File: src/rtl/eight_bit_piso_serializer.sv
`default_nettype none
// ============================================================================
//  Module      : eight_bit_piso_serializer
//  Description : Parallel-in, serial-out serializer. A word offered with
//                load_valid is taken when load_ready is high and is driven
//                out one bit per clock on shift_out, qualified by
//                shift_valid. done pulses together with the last bit. A new
//                word may be taken on the last-bit edge, so consecutive
//                words stream with no idle gap.
//  Ports       : clk         - clock, rising edge
//                rst         - synchronous active-high reset
//                load_valid  - load_data is presented this cycle
//                load_data   - parallel word, sampled only on accept
//                load_ready  - a word can be taken this cycle (combinational)
//                shift_out   - serial data bit (registered)
//                shift_valid - shift_out carries a frame bit (registered)
//                done        - pulse coincident with the last bit (registered)
//  Revision    : 1.0 - initial release
// ============================================================================
module eight_bit_piso_serializer #(
    parameter int WIDTH     = 8,
    parameter bit MSB_FIRST = 1'b1
) (
    input  logic             clk,
    input  logic             rst,
    input  logic             load_valid,
    input  logic [WIDTH-1:0] load_data,
    output logic             load_ready,
    output logic             shift_out,
    output logic             shift_valid,
    output logic             done
);

    localparam int                 c_cnt_w  = $clog2(WIDTH);
    localparam logic [c_cnt_w-1:0] c_last   = c_cnt_w'(WIDTH - 1);
    localparam logic [c_cnt_w-1:0] c_cnt_one = c_cnt_w'(1);

    typedef enum logic [0:0] {
        ST_IDLE  = 1'b0,
        ST_SHIFT = 1'b1
    } state_t;

    state_t             r_state;
    logic [WIDTH-1:0]   r_sreg;
    logic [c_cnt_w-1:0] r_cnt;
    logic               r_shift_out;
    logic               r_shift_valid;
    logic               r_done;

    state_t             w_state_nxt;
    logic [WIDTH-1:0]   w_sreg_nxt;
    logic [c_cnt_w-1:0] w_cnt_nxt;
    logic               w_accept;
    logic               w_out_bit_nxt;

    // Ready in IDLE and on the last bit of a frame, so the next word can be
    // taken on the closing edge without a bubble. In IDLE r_cnt is 0, which
    // never equals c_last because WIDTH is at least 2.
    assign load_ready = !rst && ((r_state == ST_IDLE) || (r_cnt == c_last));
    assign w_accept   = load_valid && load_ready;

    always_comb begin
        w_state_nxt = r_state;
        w_sreg_nxt  = r_sreg;
        w_cnt_nxt   = r_cnt;
        case (r_state)
            ST_IDLE: begin
                if (w_accept) begin
                    w_state_nxt = ST_SHIFT;
                    w_sreg_nxt  = load_data;
                    w_cnt_nxt   = '0;
                end
            end
            ST_SHIFT: begin
                if (r_cnt == c_last) begin
                    if (w_accept) begin
                        w_sreg_nxt = load_data;
                        w_cnt_nxt  = '0;
                    end else begin
                        w_state_nxt = ST_IDLE;
                        w_sreg_nxt  = '0;
                        w_cnt_nxt   = '0;
                    end
                end else begin
                    // Shift toward the output end, filling with zeros.
                    if (MSB_FIRST) begin
                        w_sreg_nxt = {r_sreg[WIDTH-2:0], 1'b0};
                    end else begin
                        w_sreg_nxt = {1'b0, r_sreg[WIDTH-1:1]};
                    end
                    w_cnt_nxt = r_cnt + c_cnt_one;
                end
            end
            default: begin
                w_state_nxt = ST_IDLE;
                w_sreg_nxt  = '0;
                w_cnt_nxt   = '0;
            end
        endcase
    end

    // The registered outputs are computed from the next-state values so that
    // they describe the cycle the new state belongs to.
    assign w_out_bit_nxt = MSB_FIRST ? w_sreg_nxt[WIDTH-1] : w_sreg_nxt[0];

    always_ff @(posedge clk) begin
        if (rst) begin
            r_state       <= ST_IDLE;
            r_sreg        <= '0;
            r_cnt         <= '0;
            r_shift_out   <= 1'b0;
            r_shift_valid <= 1'b0;
            r_done        <= 1'b0;
        end else begin
            r_state       <= w_state_nxt;
            r_sreg        <= w_sreg_nxt;
            r_cnt         <= w_cnt_nxt;
            r_shift_out   <= (w_state_nxt == ST_SHIFT) && w_out_bit_nxt;
            r_shift_valid <= (w_state_nxt == ST_SHIFT);
            r_done        <= (w_state_nxt == ST_SHIFT) && (w_cnt_nxt == c_last);
        end
    end

    assign shift_out   = r_shift_out;
    assign shift_valid = r_shift_valid;
    assign done        = r_done;

endmodule
`default_nettype wire

File: config.mk
export PLATFORM = sky130hd
export DESIGN_NAME = eight_bit_piso_serializer
export DESIGN_NICKNAME = d
export VERILOG_FILES = /design/src/rtl/eight_bit_piso_serializer.sv
export SDC_FILE = /design/constraint.sdc
export NUM_CORES = 1
export LEC_CHECK = 0
export CELL_PAD_IN_SITES_DETAIL_PLACEMENT = 0
export CELL_PAD_IN_SITES_GLOBAL_PLACEMENT = 2
export CORE_ASPECT_RATIO = 1.25
export CORE_MARGIN = 2
export CORE_UTILIZATION = 32
export CTS_BUF_LIST = sky130_fd_sc_hd__clkbuf_2 sky130_fd_sc_hd__clkbuf_4 sky130_fd_sc_hd__clkbuf_8
export DETAILED_ROUTE_END_ITERATION = 10
export GPL_TIMING_DRIVEN = 0
export PLACE_DENSITY = 0.89
export SKIP_CTS_REPAIR_TIMING = 1
export SYNTH_ARGS = -nofsm -noshare
export SYNTH_HDL_FRONTEND = slang
export SYNTH_SLANG_ARGS = --single-unit
File: constraint.sdc
create_clock -name clk -period 2.53 [get_ports clk]
set_input_delay 0.253 -clock clk [delete_from_list [all_inputs] [get_ports clk]]
set_output_delay 0.253 -clock clk [all_outputs]
set_load 0.03 [all_outputs]
==> out/summary.txt <==
======================================================================================
Result of the run                                                         complete, no violations
Clock slew at reported path FFs                                                0.08 ns
Post-Syn Area                                                                576.8 µm²
Weighted congestion reported at the end of routability-driven placement         0.6958
DR iter-0 viols                                                                      3
Critical path launch point                                                    r_cnt[0]
Worst voltage drop across the vdd grid                                       0.3063 mV
Max cap viols                                                                        0
Max FO, Critical Path                                                                9
Setup crit end kind                                                       primary output
Rows                                                                                17
Start point of the worst hold path                                                 rst
Achievable clock frequency                                                  0.4357 GHz
Die Height                                                                    51.47 µm
Root buf cell                                                             sky130_fd_sc_hd__clkbuf_4
WL per Instance                                                               12.23 µm
Total wirelength of the detailed-routed design                                 1113 µm
Transition time at the pin with the least slew margin                        0.5547 ns
Number of hold-slack violations in the final timing report                           0
Power Dens Cells                                                          560.0 nW/µm²
Ant. Diodes                                                                          0
Utilization of the core after routing                                           44.15%
Clock sink count                                                                    13
Post-route setup slack                                                       0.2348 ns
Clock Path Buffers                                                                   2
Global-route wire length before repair                                         1883 µm
Final number of max-transition violations                                            0
Number of primary I/O pins                                                          15
Mean cell area of the mapped netlist                                         10.49 µm²
Nature of the critical path startpoint                                       flip-flop
Cell mode on critical path                                                sky130_fd_sc_hd__ha_1
Unrepaired setup endpoints after global routing                                     no
Remaining design rule violation count                                                0
Count of buffers inserted at the top-level ports                                    13
Detailed placer's ending HPWL                                                 772.3 µm
Count of different cell masters after synthesis                                     22
Origin of the critical flop-to-flop path                                      r_cnt[0]
Number of cells produced by synthesis                                               55
Avg Vias per Cell                                                                5.066
Syn Nets                                                                            68
Router iterations before antenna repair                                              4
Die width                                                                     41.98 µm
Leak pwr                                                                  0.0002992 µW
Layout cells sized above 1                                                      18.06%
Placeable core region                                                         1723 µm²
Relative slew margins                                                           62.89%
Largest net degree at the start of global routing                                   10
Data required time at the worst endpoint                                       2.28 ns
Synth Warn #                                                                         0
Clock insertion delay at the later pin of the skew report                      0.27 ns
Post-route clock skew                                                      0.001350 ns
Number of vias after detailed routing                                              461
Post-Route Setup TNS                                                              0 ns
Total die area                                                                2160 µm²
Setup CP Type                                                               reg -> out
Area growth, synth to finish                                                    31.89%
Initial Utilization                                                             33.48%
Remaining global-route overflow                                                      0
Number of register bits inferred by synthesis                                       13
Setup Slack @ Placement                                                      0.5245 ns
Minimum clock period                                                          2.295 ns
Fin crit share                                                                  90.72%
Worst EP arrival                                                               2.04 ns
Setup Viol. Count Final                                                              0
CP max stage delay                                                             0.67 ns
Critical path, cell by cell                                               ha_1 -> ha_1 -> and2b_1 -> buf_6 -> nor2_1 -> clkdlybuf4s50_1
H-tree levels                                                                        1
Overall routing resource usage                                                  12.05%
Cell at the slowest stage of the critical path                            sky130_fd_sc_hd__clkdlybuf4s50_1
Initial antenna violation count                                                      0
Class of the worst hold path                                                 in -> reg
Number of nets in the finished design                                               86
Final ANT Viol Nets                                                                  0
Number of global-route vias before repair                                          444
TritonCTS clock tree                                                              done
Num CTS Buffers                                                                      3
Proportion of synthesized chip area in sequential cells                         45.12%
======================================================================================
-- path summary, 6_finish.rpt --
check / to / slack [ns] / depth (start not counted)
max: load_ready / 0.23 / 6
min: shift_out / 0.44 / 3
max reg2reg: r_sreg[6] / 0.94 / 6
min reg2reg: done / 0.48 / 1
-- sequential cells by signal, indices dropped and copies added, names as in the netlist --
signal,count
r_sreg,7
r_cnt,3
done,1
shift_out,1
shift_valid,1
-- cell usage in the layout (no fill, tap or decap) --
cell type / instances
sky130_fd_sc_hd__a21bo_2: 2
sky130_fd_sc_hd__a221o_1: 3
sky130_fd_sc_hd__a221o_2: 1
sky130_fd_sc_hd__a22oi_1: 4
sky130_fd_sc_hd__a31oi_1: 1
sky130_fd_sc_hd__a32oi_1: 1
sky130_fd_sc_hd__and2b_1: 1
sky130_fd_sc_hd__and3b_2: 1
sky130_fd_sc_hd__buf_2: 1
sky130_fd_sc_hd__buf_4: 1
sky130_fd_sc_hd__buf_6: 1
sky130_fd_sc_hd__clkbuf_4: 4
sky130_fd_sc_hd__clkdlybuf4s50_1: 13
sky130_fd_sc_hd__dfxtp_1: 13
sky130_fd_sc_hd__ha_1: 2
sky130_fd_sc_hd__mux2i_1: 1
sky130_fd_sc_hd__nand3b_1: 1
sky130_fd_sc_hd__nor2_1: 9
sky130_fd_sc_hd__nor2b_1: 4
sky130_fd_sc_hd__nor3_1: 1
sky130_fd_sc_hd__nor3b_1: 4
sky130_fd_sc_hd__nor3b_4: 1
sky130_fd_sc_hd__or2_2: 1
sky130_fd_sc_hd__or2b_1: 1
-- final cells by class --
cell class,count,area [µm²]
plain buffers,3,23.77
clock buffers,4,30.03
fillers,179,962.2
multi-input cells,39,292.8
flip-flops and latches,13,260.3
well taps,19,23.77
repair buffers,13,130.1
-- Yosys cell counts --
library cell                n  area share [%]
sky130_fd_sc_hd__a21bo_2    2             3.5
sky130_fd_sc_hd__a221o_1    3             5.2
sky130_fd_sc_hd__a221o_2    1             2.0
sky130_fd_sc_hd__a22oi_1    4             5.2
sky130_fd_sc_hd__a31oi_1    1             1.1
sky130_fd_sc_hd__a32oi_1    1             1.5
sky130_fd_sc_hd__and2b_1    1             1.3
sky130_fd_sc_hd__and3b_2    1             1.7
sky130_fd_sc_hd__buf_2      1            0.87
sky130_fd_sc_hd__buf_4      1             1.3
sky130_fd_sc_hd__buf_6      1             2.0
sky130_fd_sc_hd__dfxtp_1   13              45
sky130_fd_sc_hd__ha_1       2             4.3
sky130_fd_sc_hd__mux2i_1    1             1.7
sky130_fd_sc_hd__nand3b_1   1             1.3
sky130_fd_sc_hd__nor2_1     9             5.9
sky130_fd_sc_hd__nor2b_1    4             4.3
sky130_fd_sc_hd__nor3_1     1            0.87
sky130_fd_sc_hd__nor3b_1    4             5.2
sky130_fd_sc_hd__nor3b_4    1             3.3
sky130_fd_sc_hd__or2_2      1             1.1
sky130_fd_sc_hd__or2b_1     1             1.3
-- worst max-delay path, delay by kind of cell (launching register included) --
| family | cells | cell delay (ns) |
|---|---|---|
| AND/OR/NAND/NOR | 2 | 0.27 |
| buffers and inverters | 2 | 0.81 |
| flip-flops | 1 | 0.37 |
| adder cells (fa/ha/maj) | 2 | 0.32 |
-- logic make-up (layout without fill, tap and decap cells) --
group / count (synthesis) / count (layout) / share of synthesized area, %
compound gates: 12 / 12 / 18.44
fa+ha+maj: 2 / 2 / 4.338
buf+inv: 3 / 20 / 4.121
flops: 13 / 13 / 45.12
mux: 1 / 1 / 1.735
simple gates: 24 / 24 / 26.25
-- where the power goes --
part	switching [µW]	total, µW	leakage, µW	internal [µW]
combinational	30.4	68.1	0.000174	37.7
sequential	5.47	220	0.000106	215
clock	65.8	138	0.0000184	71.8
-- metal layers --
| layer | part of all wire, % | global-route usage (%) | vias to the layer above |
|---|---|---|---|
| met5 | 0 | 0 | - |
| met4 | 1.2 | 9.677 | 0 |
| met3 | 4.6 | 4.947 | 2 |
| met2 | 47 | 16.41 | 8 |
| met1 | 48 | 14.62 | 218 |
| li1 | - | - | 233 |
-- stage by stage --
step	hold slack, ns	cells	cell area, µm²	power, µW
global placement	0.4608	87	730.7	294.0
CTS	0.4361	91	760.7	434.7
global route	0.4289	91	760.7	454.7
detailed placement	0.4711	87	730.7	294.0
finish	0.4386	91	760.7	426.0
floorplan	0.3737	55	576.8	265.3
Note: power is estimated with default switching activity, not from simulation.
